`config.mk`:
```
export PLATFORM = sky130hd
export DESIGN_NAME = reg_file_flat
export DESIGN_NICKNAME = d
export VERILOG_FILES = /design/src/rtl/reg_file_if.sv /design/src/rtl/reg_file.sv /design/src/flat_wrapper.sv
export SDC_FILE = /design/constraint.sdc
export NUM_CORES = 1
export LEC_CHECK = 0
export ABC_AREA = 1
export BUFFER_PORTS_ARGS = -buffer_cell sky130_fd_sc_hd__buf_4
export CAP_MARGIN = 20
export CELL_PAD_IN_SITES_DETAIL_PLACEMENT = 1
export CELL_PAD_IN_SITES_GLOBAL_PLACEMENT = 1
export CORE_ASPECT_RATIO = 0.6
export CORE_MARGIN = 3
export CORE_UTILIZATION = 50
export CTS_CLUSTER_SIZE = 16
export DETAILED_ROUTE_END_ITERATION = 10
export PLACE_DENSITY_LB_ADDON = 0.1
export SLEW_MARGIN = 10
export SYNTH_ARGS = -nofsm -noshare
export SYNTH_HDL_FRONTEND = slang
export SYNTH_SLANG_ARGS = --single-unit
```
`constraint.sdc`:
```
create_clock -name clk -period 3.25 [get_ports clk]
set_input_delay 0.325 -clock clk [delete_from_list [all_inputs] [get_ports clk]]
set_output_delay 0.325 -clock clk [all_outputs]
set_load 0.01 [all_outputs]
```
`src/rtl/reg_file_if.sv`:
```
// reg_file_if: access bus for the 32 x 32-bit register file.
//   EN     - block enable; gates both read and write
//   read   - load out from the register at selout
//   write  - store inp into the register at selin
//   selin  - write address (0..31)
//   selout - read address (0..31)
//   inp    - write data
//   out    - registered read data (driven by the register file)
// master: the requester (drives commands, receives out).
// slave : the register file.
interface reg_file_if;
    logic        EN;
    logic        read;
    logic        write;
    logic [4:0]  selin;
    logic [4:0]  selout;
    logic [31:0] inp;
    logic [31:0] out;

    modport master (
        output EN, read, write, selin, selout, inp,
        input  out
    );

    modport slave (
        input  EN, read, write, selin, selout, inp,
        output out
    );
endinterface

```
`src/rtl/reg_file.sv`:
```
// reg_file: 32 independent 32-bit registers with one write port and one
// registered read port, both gated by a block enable.
//   clk   - single clock, all state changes on its rising edge
//   reset - synchronous active-high reset; clears every register and out,
//           overriding EN/read/write in the same cycle
//   bus   - reg_file_if.slave carrying EN, read, write, selin, selout,
//           inp (inputs) and out (registered read data)
// A read and write in the same cycle both take effect; a read of the
// address being written returns the old contents (read-before-write).
module reg_file (
    input  logic       clk,
    input  logic       reset,
    reg_file_if.slave  bus
);

    logic [31:0] regs_q [32];
    logic [31:0] out_q;
    logic [31:0] out_d;

    // out only moves on an enabled read; otherwise it holds.
    always_comb begin
        out_d = out_q;
        if (bus.EN && bus.read) begin
            out_d = regs_q[bus.selout];
        end
    end

    // Storage and read register. The read samples regs_q before the
    // non-blocking write lands, which gives the old-data-on-collision
    // behaviour without any bypass logic.
    always_ff @(posedge clk) begin
        if (reset) begin
            for (int i = 0; i < 32; i++) begin
                regs_q[i] <= 32'h0000_0000;
            end
            out_q <= 32'h0000_0000;
        end else begin
            if (bus.EN && bus.write) begin
                regs_q[bus.selin] <= bus.inp;
            end
            out_q <= out_d;
        end
    end

    // out comes straight from a flop: no combinational input-to-output path.
    assign bus.out = out_q;

endmodule

```
`src/flat_wrapper.sv`:
```
// flat-port wrapper written by rule: the top's interface ports become plain ports
module reg_file_flat 
  (clk, reset, bus_EN, bus_read, bus_write, bus_selin, bus_selout, bus_inp, bus_out);
  reg_file_if bus_i ();
  input  logic clk;
  input  logic reset;
  input wire logic [$bits(bus_i.EN)-1:0] bus_EN;
  input wire logic [$bits(bus_i.read)-1:0] bus_read;
  input wire logic [$bits(bus_i.write)-1:0] bus_write;
  input wire logic [$bits(bus_i.selin)-1:0] bus_selin;
  input wire logic [$bits(bus_i.selout)-1:0] bus_selout;
  input wire logic [$bits(bus_i.inp)-1:0] bus_inp;
  output wire logic [$bits(bus_i.out)-1:0] bus_out;
  assign bus_i.EN = bus_EN;
  assign bus_i.read = bus_read;
  assign bus_i.write = bus_write;
  assign bus_i.selin = bus_selin;
  assign bus_i.selout = bus_selout;
  assign bus_i.inp = bus_inp;
  assign bus_out = bus_i.out;
  reg_file u_core (.clk(clk), .reset(reset), .bus(bus_i));
endmodule
```
==> results.sh <==
export IMPL_path_max_fanout=18
export IMPL_synth_edf_count=1024
export IMPL_wl_met3_um=11700
export IMPL_gp_congestion=0.805
export IMPL_hold_class="in2reg"
export IMPL_grt_usage=0.308
export IMPL_num_rows=87
export IMPL_power_density_nw_per_um2=579
export IMPL_postCtsHoldBufs=0
export IMPL_route_detailed_drc=0
export IMPL_io_pins=79
export IMPL_synth_area_leaders="edfxtp_1, nand2_1, nand3_1, nor2_1, buf_6"
export IMPL_setup_viol=0
export IMPL_ys_flop_type="edfxtp_1"
export IMPL_num_nets_final=4791
export IMPL_synthMuxAreaShare=0
export IMPL_relSlewSlack=0.278
export IMPL_crit_type="in2reg"
export IMPL_diodes=0
export IMPL_coreArea_um2=94300
export IMPL_outcome="complete, no violations"
export IMPL_dr_wl_met2_um=69700
export IMPL_wl_per_cell_um=25.2
export IMPL_seq_area_um2=31400
export IMPL_synth_commonest_cells="nand2_1, edfxtp_1, nor2_1, nand3_1, clkbuf_1"
export IMPL_area_growth_pct=9.90
export IMPL_holdPathStages=3
export IMPL_synth_area_per_cell_um2=9.87
export IMPL_holdCritStartpoint="bus_inp[30]"
export IMPL_detail_route_iter0_violations=3863
export IMPL_r2r_end="u_core.bus.out[4]"
export IMPL_crit_required_ns=3.64
export IMPL_reg2reg_depth=8
export IMPL_drt_total_wl_um=153000
export IMPL_grt_max_degree=112
export IMPL_synth_cell_types=18
export IMPL_drv_slew=0
export IMPL_portBuffers=78
export IMPL_multiInputGateArea_um2=13700
export IMPL_clkSinkCount=1056
export IMPL_cap_violations=0
export IMPL_synth_fa_ha_area_frac=0
export IMPL_peakVddDrop_mv=0.430
export IMPL_layout_min_cycle_time_ns=1.95
export IMPL_synthCells=4833
export IMPL_finClkSkew_ns=0.0174
export IMPL_cts_resized_gates=0
export IMPL_hold_violations=0
export IMPL_dp_hpwl_um=87900
export IMPL_end_kind="flop"
export IMPL_worstHoldEndpoint="u_core.regs_q[6][30]"
export IMPL_synth_most_common_cell="nand2_1"
export IMPL_synth_top_family_by_area="simple AND/OR/NAND/NOR gates"
export IMPL_highest_layer="met4"
export IMPL_grt_pass1_wl_um=230000
export IMPL_initial_utilization=0.506
export IMPL_dieArea_um2=99300
export IMPL_met1_length_um=67500
export IMPL_ys_warn_count=0
export IMPL_synthXorXnorAreaFrac=0
export IMPL_cts_tree="done"
export IMPL_antenna_found_initial=0
export IMPL_synth_compound_area_frac=0.00672
export IMPL_clk_latency_ns=0.70
export IMPL_fin_crit_sh=0.599
export IMPL_async_flop_share=0
export IMPL_clk_pin_slew_worst_paths_ns=0.06
export IMPL_drive_above_1_share=0.0867
export IMPL_reg2reg_setup_slack_ns=1.81
export IMPL_leakage_nw=20.6
export IMPL_timing_rr_start="u_core.regs_q[21][4]"
export IMPL_htree_num_levels=3
export IMPL_preCtsSetupSlack_ns=0.577
export IMPL_synth_simple_area_share=0.279
export IMPL_die_y_um=245
export IMPL_total_power_mw=30.4
export IMPL_fill_cells=10300
export IMPL_ant_nets=0
export IMPL_netlist_area_um2=47700
export IMPL_synth_seq_area_share=0.658
export IMPL_fmax_mhz=514
export IMPL_fin_tns_setup_ns=0
export IMPL_dr_pass1_iters=5
export IMPL_startpoint_type="primary input"
export IMPL_yosys_area_top_type="edfxtp_1"
export IMPL_synth_nets=4880
export IMPL_cts_buffers=99
export IMPL_tightest_slew_ns=1.08
export IMPL_synth_top_area_frac=0.645
export IMPL_finalCoreUtilization=0.556
export IMPL_critPathArrivalTime_ns=2.34
export IMPL_grt_pass1_vias=36500
export IMPL_postCtsSetupBuffers=0
export IMPL_cts_buffer_depth=3
export IMPL_grt_overflow_total=0
export IMPL_via_per_inst=5.94
export IMPL_synth_seq_cells=1056
export IMPL_root_buffer="clkbuf_16"
export IMPL_rsz0062_at_grt="false"
export IMPL_die_w_um=405
export IMPL_fin_ws_ns=1.30
export IMPL_vias=36000
## area by class of cell
type | count | area share
Sequential cell | 1056 | 0.599
Multi-Input combinational cell | 3310 | 0.261
Clock buffer | 135 | 0.0542
Timing Repair Buffer | 233 | 0.0451
Tap cell | 1246 | 0.0297
Clock inverter | 46 | 0.00742
Inverter | 44 | 0.00372
## worst max-delay path, cell delays in order
cell and delay (ns):
buf_4 0.11, clkinv_2 0.06, nand3_1 0.35, nor3_4 0.54, nand2_1 0.17, nand2_2 0.47
buf_12 0.27
## power by group
part | internal [mW] | switching [mW]
combinational | 0.708 | 1.93
sequential | 15.6 | 0.222
clock | 6.65 | 5.26
total | 23.0 | 7.41
## routing by layer
metal | global-route usage | up-vias
met3 | 0.0432 | 236
met4 | 0.0854 | 0
met1 | 0.455 | 18400
met5 | 0 | -
li1 | - | 15900
met2 | 0.480 | 1430
## worst max-delay path by stage
| stage | from | end | slack (ns) | cells after the start |
|---|---|---|---|---|
| after floorplan | reset | u_core.regs_q[0][0] | 0.85 | 6 |
| after global placement | reset | u_core.regs_q[20][9] | 0.64 | 7 |
| after detailed placement | reset | u_core.regs_q[20][9] | 0.58 | 7 |
| after CTS | reset | u_core.regs_q[20][3] | 1.32 | 7 |
| after global routing | reset | u_core.regs_q[20][10] | 1.24 | 7 |
| final | reset | u_core.regs_q[20][5] | 1.30 | 7 |
## placed cells by master, fill, tap and decap left out, drive strengths merged
cell	netlist	layout
dfxtp	32	32
bufinv	0	7
nand2	1377	1377
inv	42	43
clkinv	2	38
o21ai	32	32
buf	260	233
a21oi	32	32
clkbuf	163	135
edfxtp	1024	1024
clkinvlp	0	2
nand3	833	833
nor2	1024	1024
nor3	12	12
## state kept, by name (all words and copies together), names as in the netlist
name	flops
u_core.bus.out	32
u_core.regs_q	1024
## logic make-up (layout without fill, tap and decap cells)
group                  count (synthesis)  count (layout)
AOI/OAI and AO/OA                     64              64
buffers and inverters                467             458
DFF                                 1056            1056
and+or+nand+nor                     3246            3246
## metrics by stage
step | std cells | instance area [µm²] | hold WS, ns
6_report | 6070 | 52400 | 0.111
5_1_grt | 6070 | 52400 | 0.112
2_1_floorplan | 4833 | 47700 | 0.557
3_5_place_dp | 5885 | 49100 | 0.533
4_1_cts | 6066 | 52300 | 0.117
3_3_place_gp | 5881 | 49000 | 0.521
Power figures use the tool's default switching activity.
